--- config.mk ---
export PLATFORM = sky130hd
export DESIGN_NAME = load_store_unit_flat
export DESIGN_NICKNAME = d
export VERILOG_FILES = /design/src/rtl/load_store_unit_pkg.sv /design/src/rtl/load_store_unit_if.sv /design/src/rtl/load_store_unit_formatter.sv /design/src/rtl/load_store_unit.sv /design/src/flat_wrapper.sv
export SDC_FILE = /design/constraint.sdc
export NUM_CORES = 1
export LEC_CHECK = 0
export BUFFER_PORTS_ARGS = -buffer_cell sky130_fd_sc_hd__buf_4
export CORE_MARGIN = 5
export CORE_UTILIZATION = 45
export DETAILED_ROUTE_END_ITERATION = 6
export GPL_ROUTABILITY_DRIVEN = 1
export PLACE_DENSITY = 0.73
export SLEW_MARGIN = 20
export SYNTH_ARGS = -nofsm -noshare
export SYNTH_HDL_FRONTEND = slang
export SYNTH_SLANG_ARGS = --single-unit
--- constraint.sdc ---
create_clock -name clk -period 5.3 [get_ports clk]
set_clock_uncertainty 0.05 [all_clocks]
set_input_delay 0.265 -clock clk [delete_from_list [all_inputs] [get_ports clk]]
set_output_delay 0.265 -clock clk [all_outputs]
set_load 0.005 [all_outputs]
--- src/rtl/load_store_unit_pkg.sv ---
// load_store_unit_pkg: shared constants, FSM states and access-decode helpers for the LSU.
package load_store_unit_pkg;
   localparam int XLEN = 32;
   localparam int LSU_TIMEOUT = 255;
   localparam logic [2:0] LS_B = 3'b000;
   localparam logic [2:0] LS_H = 3'b001;
   localparam logic [2:0] LS_W = 3'b010;
   localparam logic [2:0] LS_BU = 3'b100;
   localparam logic [2:0] LS_HU = 3'b101;
   typedef enum logic [1:0] {IDLE, REQ, WAIT_RSP, DONE} lsu_state_t;
   // funct3[1:0] alone encodes the access size for every legal encoding
   function automatic logic aligned(input logic [2:0] f, input logic [1:0] off);
      return f[1:0] == 2'b00 ? 1'b1 : f[1:0] == 2'b01 ? !off[0] : f[1:0] == 2'b10 ? off == 2'b00 : 1'b0;
   endfunction
   function automatic logic load_ok(input logic [2:0] f, input logic [1:0] off);
      return (f == LS_B || f == LS_H || f == LS_W || f == LS_BU || f == LS_HU) && aligned(f, off);
   endfunction
   function automatic logic store_ok(input logic [2:0] f, input logic [1:0] off);
      return (f == LS_B || f == LS_H || f == LS_W) && aligned(f, off);
   endfunction
   function automatic logic [3:0] store_be(input logic [2:0] f, input logic [1:0] off);
      return f[1:0] == 2'b00 ? 4'b0001 << off : f[1:0] == 2'b01 ? 4'b0011 << off : 4'b1111;
   endfunction
   function automatic logic [XLEN-1:0] store_wdata(input logic [2:0] f, input logic [XLEN-1:0] d);
      return f[1:0] == 2'b00 ? {4{d[7:0]}} : f[1:0] == 2'b01 ? {2{d[15:0]}} : d;
   endfunction
endpackage

--- src/rtl/load_store_unit_if.sv ---
// load_store_unit_if: data-memory request/response bus between the LSU and memory.
interface load_store_unit_if
   import load_store_unit_pkg::*;
#(
   parameter int DATA_WIDTH = XLEN
);
   logic dmem_req_valid;
   logic dmem_req_ready;
   logic dmem_we;
   logic [3:0] dmem_be;
   logic [DATA_WIDTH-1:0] dmem_addr;
   logic [DATA_WIDTH-1:0] dmem_wdata;
   logic dmem_rsp_valid;
   logic [DATA_WIDTH-1:0] dmem_rdata;
   modport master (
      output dmem_req_valid, dmem_we, dmem_be, dmem_addr, dmem_wdata,
      input dmem_req_ready, dmem_rsp_valid, dmem_rdata
   );
   modport slave (
      input dmem_req_valid, dmem_we, dmem_be, dmem_addr, dmem_wdata,
      output dmem_req_ready, dmem_rsp_valid, dmem_rdata
   );
endinterface

--- src/rtl/load_store_unit_formatter.sv ---
// load_formatter: aligns the addressed byte/half of a read word and sign/zero-extends it.
module load_formatter
   import load_store_unit_pkg::*;
(
   input  logic [XLEN-1:0] rdata,
   input  logic [1:0]      offset,
   input  logic [2:0]      funct3,
   output logic [XLEN-1:0] load_data
);
   logic [XLEN-1:0] s;
   always_comb begin
      s = rdata >> {offset, 3'b000};
      load_data = funct3 == LS_B  ? {{24{s[7]}}, s[7:0]}
                : funct3 == LS_H  ? {{16{s[15]}}, s[15:0]}
                : funct3 == LS_BU ? {24'b0, s[7:0]}
                : funct3 == LS_HU ? {16'b0, s[15:0]}
                : s;
   end
endmodule

--- src/rtl/load_store_unit.sv ---
// load_store_unit: memory stage running one dmem transaction per load/store and stalling the core meanwhile.
module load_store_unit
   import load_store_unit_pkg::*;
#(
   parameter int DATA_WIDTH = XLEN,
   parameter int TIMEOUT_CYCLES = LSU_TIMEOUT
) (
   input  logic                  clk,
   input  logic                  rst_n,
   input  logic                  mem_read,
   input  logic                  mem_write,
   input  logic [2:0]            funct3,
   input  logic [DATA_WIDTH-1:0] addr,
   input  logic [DATA_WIDTH-1:0] store_data,
   output logic [DATA_WIDTH-1:0] load_data,
   output logic                  stall,
   output logic                  done,
   output logic                  fault,
   output logic                  bus_err,
   load_store_unit_if.master     dmem
);
   localparam int CW = $clog2(TIMEOUT_CYCLES + 1);
   localparam logic [CW-1:0] LAST = CW'(TIMEOUT_CYCLES - 1);
   lsu_state_t state;
   logic [CW-1:0] cnt;
   logic [2:0] f3;
   logic [1:0] off;
   logic legal;
   logic [DATA_WIDTH-1:0] formatted;
   load_formatter u_fmt (
      .rdata(dmem.dmem_rdata),
      .offset(off),
      .funct3(f3),
      .load_data(formatted)
   );
   always_comb begin
      legal = (mem_read ^ mem_write) && (mem_read ? load_ok(funct3, addr[1:0]) : store_ok(funct3, addr[1:0]));
      stall = state == REQ || state == WAIT_RSP || (state == IDLE && legal);
   end
   always_ff @(posedge clk or negedge rst_n) begin
      if (!rst_n) begin
         state <= IDLE;
         cnt <= '0;
         f3 <= '0;
         off <= '0;
         load_data <= '0;
         done <= 1'b0;
         fault <= 1'b0;
         bus_err <= 1'b0;
         dmem.dmem_req_valid <= 1'b0;
         dmem.dmem_we <= 1'b0;
         dmem.dmem_be <= '0;
         dmem.dmem_addr <= '0;
         dmem.dmem_wdata <= '0;
      end else begin
         done <= 1'b0;
         fault <= 1'b0;
         bus_err <= 1'b0;
         case (state)
            IDLE: begin
               if (legal) begin
                  state <= REQ;
                  f3 <= funct3;
                  off <= addr[1:0];
                  dmem.dmem_req_valid <= 1'b1;
                  dmem.dmem_we <= mem_write;
                  dmem.dmem_be <= mem_write ? store_be(funct3, addr[1:0]) : 4'b1111;
                  dmem.dmem_addr <= {addr[DATA_WIDTH-1:2], 2'b00};
                  dmem.dmem_wdata <= mem_write ? store_wdata(funct3, store_data) : '0;
               end else if (mem_read || mem_write) begin
                  fault <= 1'b1;
               end
            end
            REQ: begin
               if (dmem.dmem_req_ready) begin
                  dmem.dmem_req_valid <= 1'b0;
                  cnt <= '0;
                  state <= dmem.dmem_we ? DONE : WAIT_RSP;
                  done <= dmem.dmem_we;
               end
            end
            WAIT_RSP: begin
               // a response in the timeout cycle still completes normally
               if (dmem.dmem_rsp_valid) begin
                  load_data <= formatted;
                  state <= DONE;
                  done <= 1'b1;
               end else if (cnt == LAST) begin
                  load_data <= '0;
                  bus_err <= 1'b1;
                  state <= DONE;
                  done <= 1'b1;
               end else begin
                  cnt <= cnt + 1'b1;
               end
            end
            default: state <= IDLE;
         endcase
      end
   end
endmodule

--- src/flat_wrapper.sv ---
// flat-port wrapper written by rule: the top's interface ports become plain ports
module load_store_unit_flat import load_store_unit_pkg::*;
#(
   parameter int DATA_WIDTH = XLEN,
   parameter int TIMEOUT_CYCLES = LSU_TIMEOUT
)
  (clk, rst_n, mem_read, mem_write, funct3, addr, store_data, load_data, stall, done, fault, bus_err, dmem_dmem_req_valid, dmem_dmem_we, dmem_dmem_be, dmem_dmem_addr, dmem_dmem_wdata, dmem_dmem_req_ready, dmem_dmem_rsp_valid, dmem_dmem_rdata);
  load_store_unit_if #(.DATA_WIDTH(DATA_WIDTH)) dmem_i ();
  input  logic clk;
  input  logic rst_n;
  input  logic mem_read;
  input  logic mem_write;
  input  logic [2:0] funct3;
  input  logic [DATA_WIDTH-1:0] addr;
  input  logic [DATA_WIDTH-1:0] store_data;
  output logic [DATA_WIDTH-1:0] load_data;
  output logic stall;
  output logic done;
  output logic fault;
  output logic bus_err;
  output wire logic [$bits(dmem_i.dmem_req_valid)-1:0] dmem_dmem_req_valid;
  output wire logic [$bits(dmem_i.dmem_we)-1:0] dmem_dmem_we;
  output wire logic [$bits(dmem_i.dmem_be)-1:0] dmem_dmem_be;
  output wire logic [$bits(dmem_i.dmem_addr)-1:0] dmem_dmem_addr;
  output wire logic [$bits(dmem_i.dmem_wdata)-1:0] dmem_dmem_wdata;
  input wire logic [$bits(dmem_i.dmem_req_ready)-1:0] dmem_dmem_req_ready;
  input wire logic [$bits(dmem_i.dmem_rsp_valid)-1:0] dmem_dmem_rsp_valid;
  input wire logic [$bits(dmem_i.dmem_rdata)-1:0] dmem_dmem_rdata;
  assign dmem_dmem_req_valid = dmem_i.dmem_req_valid;
  assign dmem_dmem_we = dmem_i.dmem_we;
  assign dmem_dmem_be = dmem_i.dmem_be;
  assign dmem_dmem_addr = dmem_i.dmem_addr;
  assign dmem_dmem_wdata = dmem_i.dmem_wdata;
  assign dmem_i.dmem_req_ready = dmem_dmem_req_ready;
  assign dmem_i.dmem_rsp_valid = dmem_dmem_rsp_valid;
  assign dmem_i.dmem_rdata = dmem_dmem_rdata;
  load_store_unit #(.DATA_WIDTH(DATA_WIDTH), .TIMEOUT_CYCLES(TIMEOUT_CYCLES)) u_core (.clk(clk), .rst_n(rst_n), .mem_read(mem_read), .mem_write(mem_write), .funct3(funct3), .addr(addr), .store_data(store_data), .load_data(load_data), .stall(stall), .done(done), .fault(fault), .bus_err(bus_err), .dmem(dmem_i));
endmodule
==> results of run 1 <==
-- through the flow --
step | worst slack [ns] | std cells | instance area [um2] | hold slack [ns]
global route | 1.66 | 918 | 8310 | 0.0118
global placement | 2.16 | 884 | 7640 | 0.323
finish | 1.91 | 918 | 8310 | 0.0304
detailed placement | 2.13 | 884 | 7640 | 0.335
floorplan | 2.98 | 539 | 6060 | -0.0806
CTS | 1.87 | 918 | 8310 | 0.0154
-- critical path, delay by kind of cell, from the launching register on --
family,cells,cell delay (ns)
adder cells (fa/ha/maj),1,0.23
buffers and inverters,3,0.96
AND/OR/NAND/NOR,2,1.06
flip-flops,1,0.39
-- sequential cells by signal, indices dropped and copies added (netlist names) --
name                        cells
u_core.dmem.dmem_wdata         32
u_core.dmem.dmem_addr          30
u_core.done                     1
u_core.state                    2
u_core.off                      2
u_core.cnt                      8
u_core.dmem.dmem_req_valid      1
u_core.load_data               32
u_core.dmem.dmem_be             4
u_core.fault                    1
u_core.dmem.dmem_we             1
u_core.bus_err                  1
u_core.f3                       3
-- cell usage in the layout (no fill, tap or decap), types with 4 or more instances in the layout --
master                      count
sky130_fd_sc_hd__buf_4        212
sky130_fd_sc_hd__dfrtp_1      118
sky130_fd_sc_hd__o21ai_0       76
sky130_fd_sc_hd__nand2_1       46
sky130_fd_sc_hd__mux2i_1       43
sky130_fd_sc_hd__mux2_4        33
sky130_fd_sc_hd__o2bb2ai_1     24
sky130_fd_sc_hd__o31ai_1       20
sky130_fd_sc_hd__clkbuf_16     17
sky130_fd_sc_hd__nor2_1        14
sky130_fd_sc_hd__mux2_2        13
sky130_fd_sc_hd__inv_1         11
sky130_fd_sc_hd__ha_1          11
sky130_fd_sc_hd__a21oi_1       10
sky130_fd_sc_hd__a31oi_1        9
sky130_fd_sc_hd__a22o_1         8
sky130_fd_sc_hd__nor2b_1        7
sky130_fd_sc_hd__a211oi_1       7
sky130_fd_sc_hd__nand2b_1       6
sky130_fd_sc_hd__nand3_1        4
sky130_fd_sc_hd__bufinv_16      4
sky130_fd_sc_hd__clkbuf_8       4
-- logic make-up after synthesis --
family / after synthesis
AO/OA/AOI/OAI: 167
adder cells (fa/ha/maj): 11
buffers and inverters: 54
flip-flops: 118
multiplexers: 90
other: 1
AND/OR/NAND/NOR: 97
-- final timing paths --
check / cells after the start / from / to
worst max-delay path: 6 / u_core.state[0] / stall
worst min-delay path: 2 / addr[19] / u_core.dmem.dmem_addr[19]
worst max register to register: 5 / u_core.state[0] / u_core.dmem.dmem_be[3]
worst min register to register: 1 / u_core.load_data[9] / u_core.load_data[9]
max in group asynchronous: 3 / rst_n / u_core.dmem.dmem_wdata[23]
min in group asynchronous: 2 / rst_n / u_core.cnt[4]
-- per-layer routing --
layer | global-route usage (%) | share of wire [%] | vias to the layer above
met3 | 7.15 | 9.4 | 35
li1 | - | - | 2338
met4 | 7.38 | 2.1 | 0
met1 | 28.9 | 41 | 2457
met2 | 34.3 | 47 | 261
met5 | 0 | 0 | -
-- power by group through the flow --
stage / clock network (W) / registers (W) / logic [W]
final: 0.00125 / 0.00162 / 0.00189
after global routing: 0.00132 / 0.00167 / 0.00207
after CTS: 0.00127 / 0.00162 / 0.00191
after detailed placement: 0 / 0.00161 / 0.00191
after global placement: 0 / 0.00161 / 0.00185
after floorplan: 0 / 0.00155 / 0.00107
-- layout make-up --
type                    count  area, um2
well taps                 176        220
fillers                  1089       4930
flip-flops and latches    118       2950
repair buffers            214       1610
inverters                  11       41.3
multi-input cells         367       2840
clock buffers              21        480
clock inverters            11        169
==> results.txt, run 1 <==
The hold buffer count at cts came out at 2. The net total in the final layout came out at 845. The number of pins with negative max-slew slack in the final report came out at 0. The post-synthesis adder-cell area fraction is 2.27%. The count of buffers added on input and output ports is 208. After technology mapping, the gate count stands at 538. STA classifies the critical path endpoint as a primary output. The cell type contributing the most total cell area after synthesis is sky130_fd_sc_hd__dfrtp_1. The flow ran to the end, and the final reports show no timing, DRC or antenna violations.

The number of buffers inserted during clock tree synthesis came out at 17. The maximum clock rate is 295 MHz. The number of vias in the routed layout came out at 5091. The share of power burned in registers is 34.0%. The critical path class is reg -> out. The post-synthesis area per instance is 11.3 um2. The number of cells upsized or downsized after cts came out at 0. The critical path arrival came out at 3.07 ns.

The via count normalized by instance count is 5.55. The post-layout utilization of the core is 62.8%. The die is 126 um wide. The clock slew seen by the registers of the worst setup and hold paths came out at 0.06 ns. The highest fanout seen on the critical path came out at 73. 0 antenna diodes ended up in the layout. IR analysis of the VDD net gives a maximum drop of 0.242 mV. The number of placement rows is 42. The leakage component of the power is 4.04 nW.

The multiplexer area fraction after synthesis came out at 18.1%. The internal reg-to-reg setup slack came out at 2.31 ns. The overall track demand over capacity in global routing came out at 21.9%. The simple-gate area share of the yosys netlist is 7.66%. The clock net sink count came out at 118. The number of levels the H-tree was split into is 4. The peak per-stage delay on the critical path is 0.95 ns. Among all cell types in the netlist, the one instantiated most often is sky130_fd_sc_hd__dfrtp_1. For the worst setup path, the data required time is 4.99 ns.

The fraction of synthesized cell area in xor and xnor cells came out at 0%. For this block, the initial DRC count from the detailed router was 465. The worst-skew pair later-pin latency is 0.41 ns.

The top flip-flop cell by instance count after synthesis is sky130_fd_sc_hd__dfrtp_1. The switching fraction of total power is 33.4%. By count the netlist is led by sky130_fd_sc_hd__dfrtp_1, sky130_fd_sc_hd__o21ai_0, sky130_fd_sc_hd__nand2_1. After detailed routing, the total wire length is 17.5 mm.

The floorplan step defined a core boundary enclosing 0.0132 mm2. The post-synthesis to final-layout area growth is 37.2%. The global-route wire length before repair came out at 27.8 mm. The sum of net half-perimeters after detailed placement came out at 12.6 mm. The largest buffer count on any clock path came out at 2.

In this run the power density over the cells is 574 mW/mm2. STA classifies the critical path startpoint as a flip-flop. The slew at the pin closest to its max-slew limit came out at 1.03 ns. The final count of negative-setup-slack endpoints came out at 0. The number of maximum-capacitance constraint violations is 0. The summed instance area of the synthesized netlist came out at 0.00606 mm2. The clock share of power is 26.3%.

The fraction of registers with async set or reset after synthesis came out at 100%. Among all stages on the critical path, the largest delay is contributed by sky130_fd_sc_hd__or2_4. By instance count, the cell type seen most on the critical path is sky130_fd_sc_hd__inv_1.

The tree is rooted in a sky130_fd_sc_hd__clkbuf_16. The overall power consumption came out at 0.00477 W. After detailed routing, the number of remaining DRC violations is 0. The portion of total power attributed to combinational logic came out at 39.7%. The mean routed wirelength per cell is 19.1 um. The path class of the lowest-slack min-delay path is in -> reg.

The net switching power came out at 0.00159 W. Entering global routing, the biggest net connects 74 pins. The dominant combinational cell family by area after synthesis is compound AO/OA/AOI/OAI gates. The count of synthesis-stage warnings from yosys came out at 0. The post-route netlist has 40.6% of its cells at a drive strength greater than 1. The relative max-transition margin came out at 31.4%. After layout, the worst path uses 64.0% of the clock period. Setup repair after global routing left no endpoint under its margin.

The top-level port count came out at 211. The first-pass detailed-route iteration total is 5. Setup total negative slack on the finished layout was measured at 0 ns. The number of antenna violations at the first check in global routing came out at 0. The clock period minus final worst setup slack is 3.39 ns. The via count of the first global-routing pass is 5268. The compound-cell area share of the yosys netlist came out at 18.6%. The post-CTS setup buffer count is 0.

The floorplan die height came out at 126 um. The number of antenna-violating nets in the routed design is 0. The final number of hold-violating endpoints came out at 0. The TritonCTS clock tree is built. Traced cell by cell, the critical path runs through inv_1 > ha_1 > inv_1 > or2_4 > nand2b_1 > buf_4. The synthesized netlist contains 47 unique library cells. The total congestion overflow came out at 0. For this run, the register share of the synthesized area comes to 48.7%. The number of enable-type register cells in the synthesized netlist is 0.

The fraction of post-synthesis cell area in the top cell type by area came out at 48.7%. The area of the die is 0.0159 mm2. Internal power comes to 0.00318 W.

The starting density of the core came out at 45.8%. After synthesis, the cell types taking the most area are sky130_fd_sc_hd__dfrtp_1, sky130_fd_sc_hd__mux2_4, sky130_fd_sc_hd__mux2i_1. The post-synthesis sequential element count is 118. The final weighted congestion in routability-driven placement came out at 0.901.
Power figures use the tool's default switching activity.
==> run 2, diff against run 1 <==
clock period = 3.5 ns   (was 5.3 ns; I/O delays follow)
==> results.txt, run 2 (synthesis gave the netlist of run 1 again) <==
The path class of the lowest-slack min-delay path is in -> reg. The final number of hold-violating endpoints is 0 (unchanged). The quantity of I/O buffers inserted on ports is 208 (unchanged).

The clock slew seen by the registers of the worst setup and hold paths came out at 0.05 ns (about the same). The combined flip-flop and latch cell area was 0.00295 mm2 (unchanged). The floorplan die height came out at 126 um (unchanged).

The category of the worst setup path capture point is a primary output. The via count normalized by instance count came out at 5.46 (-1.6%). The number of placement rows is 42 (unchanged). Setup repair after global routing left no endpoint under its margin. The net total in the final layout is 884 (+4.6%). In this run the most critical hold path is launched from dmem_dmem_rdata[24]. The power density normalized to cell area is 812 mW/mm2 (+41%). The area of the core region is 0.0132 mm2 (unchanged).

The DRC violations left was 0 (unchanged). The number of fillers in the final layout is 1094 (+0.46%). The largest voltage drop on the vdd net came out at 0.456 mV (+89%).

In this design, the critical path's most frequently occurring cell is sky130_fd_sc_hd__inv_1. The highest fanout seen on the critical path came out at 50 (-32%). The clock period minus final worst setup slack came out at 2.47 ns. The tree is rooted in a sky130_fd_sc_hd__clkbuf_16.

The switching fraction of total power is 33.8% (+0.45 points). The share of power burned in registers came to 34.4% (+0.4 points). The DRC violation total after the first TritonRoute iteration came out at 411 (-12%). The post-layout utilization of the core came out at 65.1% (+2.3 points). The first-pass detailed-route iteration total is 4 (-1).

The peak per-stage delay on the critical path is 0.67 ns (-0.28 ns). The net switching power came out at 0.00237 W (+49%). The top-level port count was 211 (unchanged). The number of cells upsized or downsized after cts was 0 (unchanged). Traced cell by cell, the critical path runs through inv_1 > ha_1 > inv_1 > or2_4 > nand2b_1 > buf_4. In the layout the commonest cells are sky130_fd_sc_hd__buf_4, sky130_fd_sc_hd__dfrtp_1, sky130_fd_sc_hd__o21ai_0, sky130_fd_sc_hd__nand2_1, sky130_fd_sc_hd__mux2i_1.

The multi-input combinational cell area is 0.00284 mm2 (unchanged). The portion of total power attributed to combinational logic is 42.3% (+2.6 points). The leakage component of the power is 4.16 nW (+3.1%). The final count of negative-setup-slack endpoints came out at 0 (unchanged). The area of the die is 0.0159 mm2 (unchanged). The starting density of the core came to 45.8% (unchanged). The slew at the pin closest to its max-slew limit came out at 0.867 ns (-0.162 ns). The total congestion overflow was 0 (unchanged). The largest buffer count on any clock path is 2 (unchanged). The number of vias in the routed layout is 5218 (+2.5%). The worst register-to-register path begins at u_core.state[0]. The post-CTS setup buffer count is 0 (unchanged). The critical-path cell with the highest stage delay is sky130_fd_sc_hd__or2_4. The die outline width is 126 um (unchanged). The maximum number of pins on one net before global-route repair came out at 63 (-15%). The critical path class is reg -> out. Derived from the worst setup path, the maximum achievable clock frequency is 405 MHz. The most critical setup path has its startpoint at u_core.state[0]. The final setup TNS is 0 ns (unchanged). The final instance count without filler cells came out at 956 (+4.1%). The relative max-transition margin came out at 42.0% (+11 points).

The total placed cells including tap cells came to 888 (+0.45%). The antenna diode count came out at 0 (unchanged). The clock share of power is 23.4% (-2.9 points). The final cycle utilization of the critical path is 70.6%. The overall power consumption came out at 0.00700 W (+47%). The overall track demand over capacity in global routing was 22.0% (+0.11 points).

The number of antenna violations at the first check in global routing came out at 0 (unchanged). The sum of net half-perimeters after detailed placement was 12.4 mm (-1.1%). The number of maximum-capacitance constraint violations is 0 (unchanged). The fraction of layout cells with a size suffix above 1 is 38.7% (-1.8 points). The category of the worst setup path launch point is a flip-flop.

The global-route wire length before repair came out at 28.4 mm (+1.9%). The wire length reported by the detailed router is 17.7 mm (+1.4%). The mean routed wirelength per cell is 18.6 um (-2.7%). The data required time at the worst endpoint was 3.27 ns (-1.72 ns). The post-synthesis to final-layout area growth is 42.2%.

The number of buffers inserted during clock tree synthesis is 17 (unchanged). The worst setup slack after placement is 1.13 ns (-1.00 ns). TritonCTS built the clock tree. The final worst-path setup slack was 1.03 ns (-0.882 ns).

The via count of the first global-routing pass came out at 5460 (+3.6%). The final weighted congestion in routability-driven placement is 0.907 (+0.63%). The critical path arrival is 2.25 ns (-0.82 ns). The hold buffer count at cts came out at 37 (+35). The number of pins with negative max-slew slack in the final report is 0 (unchanged).

The number of levels the H-tree was split into is 4 (unchanged). The library cell used most frequently in the layout, excluding fill and tap cells, is sky130_fd_sc_hd__buf_4. The flow ran to the end, and the final reports show no timing, DRC or antenna violations. The number of antenna-violating nets in the routed design is 0 (unchanged). The worst-skew pair later-pin latency came out at 0.41 ns (about the same). The largest registers in the layout are u_core.dmem.dmem_wdata x32, u_core.load_data x32, u_core.dmem.dmem_addr x30. The internal power contribution is 0.00463 W (+46%). The clock net sink count came out at 118 (unchanged).
-- run 2: changes by cell type in the layout (fill, tap and decap cells not counted) --
cell	change
sky130_fd_sc_hd__bufinv_16	-3
sky130_fd_sc_hd__clkbuf_1	+2
sky130_fd_sc_hd__dlygate4sd3_1	+35
sky130_fd_sc_hd__buf_4	+3
sky130_fd_sc_hd__clkinvlp_4	+1
sky130_fd_sc_hd__buf_12	+1
sky130_fd_sc_hd__clkinv_2	+1
sky130_fd_sc_hd__inv_6	-2
-- run 2: power groups by stage --
stage	clock network (W)	registers, W	logic (W)
finish	0.00164	0.00240	0.00296
global route	0.00173	0.00248	0.00322
CTS	0.00166	0.00240	0.00298
detailed placement	0	0.00239	0.00294
global placement	0	0.00240	0.00287
floorplan	0	0.00234	0.00163
-- run 2: worst paths after layout --
check	end	slack [ns]	cells past startpoint
worst min register to register	u_core.load_data[18]	0.44	1
worst max register to register	u_core.cnt[4]	1.24	6
worst max-delay path	stall	1.03	6
max in group asynchronous	u_core.dmem.dmem_wdata[29]	2.27	3
worst min-delay path	u_core.load_data[8]	0.02	3
min in group asynchronous	u_core.load_data[0]	0.32	2
-- run 2: final cells by class --
| type | instances | area share (%) |
|---|---|---|
| inverters | 11 | 0.479 |
| multi-input cells | 367 | 32.9 |
| flip-flops and latches | 118 | 34.3 |
| repair buffers | 253 | 23.3 |
| clock inverters | 8 | 0.857 |
| clock buffers | 23 | 5.66 |
| well taps | 176 | 2.56 |
-- run 2: metal layers --
| layer | GRT usage (%) | vias up | routed length [um] |
|---|---|---|---|
| met4 | 6.31 | 0 | 216 |
| met5 | 0 | - | 0 |
| li1 | - | 2410 | - |
| met3 | 7.79 | 22 | 1750 |
| met1 | 28.3 | 2526 | 7250 |
| met2 | 35.4 | 260 | 8530 |
-- run 2: through the flow --
stage / cell area (um2) / hold slack (ns)
detailed placement: 7690 / 0.231
CTS: 8620 / 0.00553
floorplan: 6060 / -0.171
finish: 8620 / 0.0197
global placement: 7690 / 0.228
global route: 8620 / 0.0182
-- run 2: worst max-delay path: cells and delay by family, from the launching register on --
family / cells / cell delay [ns]
and+or+nand+nor: 2 / 0.85
adders and majority gates: 1 / 0.25
DFF: 1 / 0.39
buffers and inverters: 3 / 0.36
==> run 3, diff against run 2 <==
PLACE_DENSITY = 0.76   (was 0.73)
clock period = 2.1 ns   (was 3.5 ns; I/O delays follow)
==> results.txt, run 3 (synthesis gave the netlist of run 1 again) <==
The cell depth of the worst setup path came out at 6 (unchanged). The number of buffers inserted during clock tree synthesis is 17 (unchanged). The overall track demand over capacity in global routing came out at 23.6% (+1.6 points). The fraction of layout cells with a size suffix above 1 is 40.1% (+1.4 points). The number of antenna-violating nets in the routed design is 0 (unchanged). The startpoint identified for the worst hold timing path is addr[0]. The category of the worst setup path launch point is a flip-flop. The wire length reported by the detailed router came to 18.9 mm (+6.4%). The peak per-stage delay on the critical path came out at 0.52 ns (-0.15 ns). The number of fillers in the final layout came out at 939 (-14%). The worst register-to-register path begins at u_core.state[0].

The sum of net half-perimeters after detailed placement came to 12.7 mm (+1.9%). The placed cell area came out at 0.00781 mm2 (+1.7%). Among all stages on the critical path, the largest delay is contributed by sky130_fd_sc_hd__or4_1. The number of levels the H-tree was split into came out at 4 (unchanged). The number of buffers and inverters on the critical path came out at 1 (-2). The internal reg-to-reg setup slack came out at 0.02 ns (-1.22 ns). The number of pins with negative max-slew slack in the final report is 0 (unchanged). The largest registers in the layout are u_core.dmem.dmem_wdata x32, u_core.load_data x32, u_core.dmem.dmem_addr x30. The post-route standard cell area excluding fillers is 0.00908 mm2 (+5.4%). The die outline width came to 126 um (unchanged). The number of antenna violations at the first check in global routing is 0 (unchanged). The number of placement rows is 42 (unchanged).

In this run the critical register-to-register path is captured at u_core.cnt[4]. The critical path arrival came out at 2.36 ns (+0.11 ns). The net total in the final layout is 928 (+5.0%). The top-level port count is 211 (unchanged). Derived from the worst setup path, the maximum achievable clock frequency is 481 MHz. TritonCTS built the clock tree. The via count of the first global-routing pass came out at 5804 (+6.3%). The largest voltage drop on the vdd net came out at 0.725 mV (+59%). The post-synthesis to final-layout area growth is 49.8%. The global-route wire length before repair came to 30.5 mm (+7.4%). The clock net sink count is 118 (unchanged). The number of vias in the routed layout is 5471 (+4.8%). The end of the worst hold path is u_core.off[0]. The final number of hold-violating endpoints was 0 (unchanged). The gate family responsible for the most delay along the worst path is simple AND/OR/NAND/NOR gates. The overall power consumption was 0.0120 W (+71%). The clock slew seen by the registers of the worst setup and hold paths is 0.05 ns (about the same). The worst reg-to-reg path cell count came out at 6 (unchanged). The DRC violation total after the first TritonRoute iteration came out at 374 (-9.0%). The area of the die is 0.0159 mm2 (unchanged). The cell sitting at the root of the clock tree is a sky130_fd_sc_hd__clkbuf_16. The via count normalized by instance count is 5.46 (about the same). Counting I/O delays and the setup requirement, the final critical path takes 2.08 ns.

The final instance count without filler cells is 1002 (+4.8%). The final cycle utilization of the critical path came out at 99.0%. The first-pass detailed-route iteration total is 5 (+1).

The floorplan die height is 126 um (unchanged). The data required time at the worst endpoint came out at 2.38 ns (-0.89 ns). The relative max-transition margin came out at 56.9% (+15 points). The worst-skew pair later-pin latency is 0.40 ns (about the same). STA classifies the critical path endpoint as a flip-flop. In this run the worst hold path is classified as in -> reg. The highest fanout seen on the critical path came out at 5 (-90%).

The slew at the pin closest to its max-slew limit is 0.646 ns (-0.220 ns). The final weighted congestion in routability-driven placement came to 0.918 (+1.2%). The total placed cells including tap cells came out at 900 (+1.4%). The final count of negative-setup-slack endpoints was 0 (unchanged). The post-layout utilization of the core was 68.6% (+3.5 points).

The DRC violations left was 0 (unchanged). Traced cell by cell, the critical path runs through buf_4 > ha_2 > nor2b_2 > or3_4 > or4_1 > a21boi_1. The largest buffer count on any clock path came to 2 (unchanged). The mean routed wirelength per cell came out at 18.8 um (+1.5%).

The number of maximum-capacitance constraint violations was 0 (unchanged). By startpoint and endpoint, the worst setup path is classified as reg -> reg. The leakage component of the power came to 4.37 nW (+5.1%). The area of the core region came out at 0.0132 mm2 (unchanged).

The run finished with clean final reports. The quantity of I/O buffers inserted on ports is 208 (unchanged). The cell count of the worst hold path is 3 (unchanged).

Leaving out fill and tap cells, the most frequent cells in the layout are sky130_fd_sc_hd__buf_4, sky130_fd_sc_hd__dfrtp_1, sky130_fd_sc_hd__o21ai_0, sky130_fd_sc_hd__dlygate4sd3_1, sky130_fd_sc_hd__nand2_1. The total congestion overflow is 0 (unchanged). Leaving out fill and tap cells, the most frequent cell in the layout is sky130_fd_sc_hd__buf_4.

The power density normalized to cell area came out at 1320 mW/mm2 (+62%). Setup repair after global routing could not meet its margin everywhere. The starting density of the core came out at 45.8% (unchanged).

The maximum number of pins on one net before global-route repair is 50 (-21%).
run 3: cell types whose count changed in the layout (fill, tap and decap cells not counted), moves of 2 or more:
cell and delta:
sky130_fd_sc_hd__buf_12 +3, sky130_fd_sc_hd__clkbuf_1 -2, sky130_fd_sc_hd__inv_6 +5, sky130_fd_sc_hd__ha_2 +2, sky130_fd_sc_hd__buf_4 +14, sky130_fd_sc_hd__dlygate4sd3_1 +26, sky130_fd_sc_hd__ha_1 -2
run 3: how the worst max path moves through the flow:
stage	startpoint	to	slack (ns)
floorplan	mem_write	u_core.dmem.dmem_addr[10]	0.06
global placement	u_core.state[0]	u_core.cnt[6]	0.07
detailed placement	u_core.state[0]	u_core.cnt[4]	-0.03
CTS	u_core.state[0]	u_core.cnt[6]	0.003
global route	u_core.state[0]	u_core.cnt[4]	-0.02
finish	u_core.state[0]	u_core.cnt[4]	0.02
run 3: per-layer routing:
layer,GRT usage (%),up-vias,routed length [um]
met1,30.3,2634,7590
met2,38.2,292,9160
met3,7.07,36,1780
met4,8.14,0,355
met5,0,-,0
li1,-,2509,-
run 3: area by class of cell:
cell class	count	area (um2)	share of cell area [%]
Inverter	11	41.3	0.455
Clock buffer	20	467	5.14
Tap cell	176	220	2.42
Sequential cell	118	2950	32.5
Antenna cell	1	2.50	0.0276
Clock inverter	12	91.3	1.01
Timing Repair Buffer	296	2430	26.8
Multi-Input combinational cell	368	2880	31.7
run 3: through the flow:
step / hold slack, ns / setup WS [ns] / setup TNS (ns)
floorplan: -0.241 / 0.0596 / 0
global placement: -0.0204 / 0.0687 / 0
detailed placement: -0.0171 / -0.0344 / -0.0767
CTS: 0.000142 / 0.00348 / 0
global route: 0.0266 / -0.0177 / -0.0375
finish: 0.00950 / 0.0209 / 0
run 3: what timing repair did:
| action | CTS | global route |
|---|---|---|
| hold buffers | 63 | 0 |
| gates cloned | 0 | 1 |
| pin swaps | 1 | 4 |
| resized for setup | 0 | 9 |
| setup endpoints to repair | 3 | 6 |
| hold endpoints to repair | 187 | 0 |
| buffers inserted | 4 | 1 |
run 3: report_power, final:
| part | internal [W] | switching, W |
|---|---|---|
| clock | 0.00162 | 0.00108 |
| combinational | 0.00293 | 0.00230 |
| sequential | 0.00327 | 0.000754 |
| total | 0.00782 | 0.00414 |
run 3: worst reg2reg max path: stages, from the launching register on:
cell                       delay (ns)
sky130_fd_sc_hd__dfrtp_1         0.39
sky130_fd_sc_hd__buf_4           0.14
sky130_fd_sc_hd__ha_2            0.20
sky130_fd_sc_hd__nor2b_2         0.18
sky130_fd_sc_hd__or3_4           0.36
sky130_fd_sc_hd__or4_1           0.53
sky130_fd_sc_hd__a21boi_1        0.15
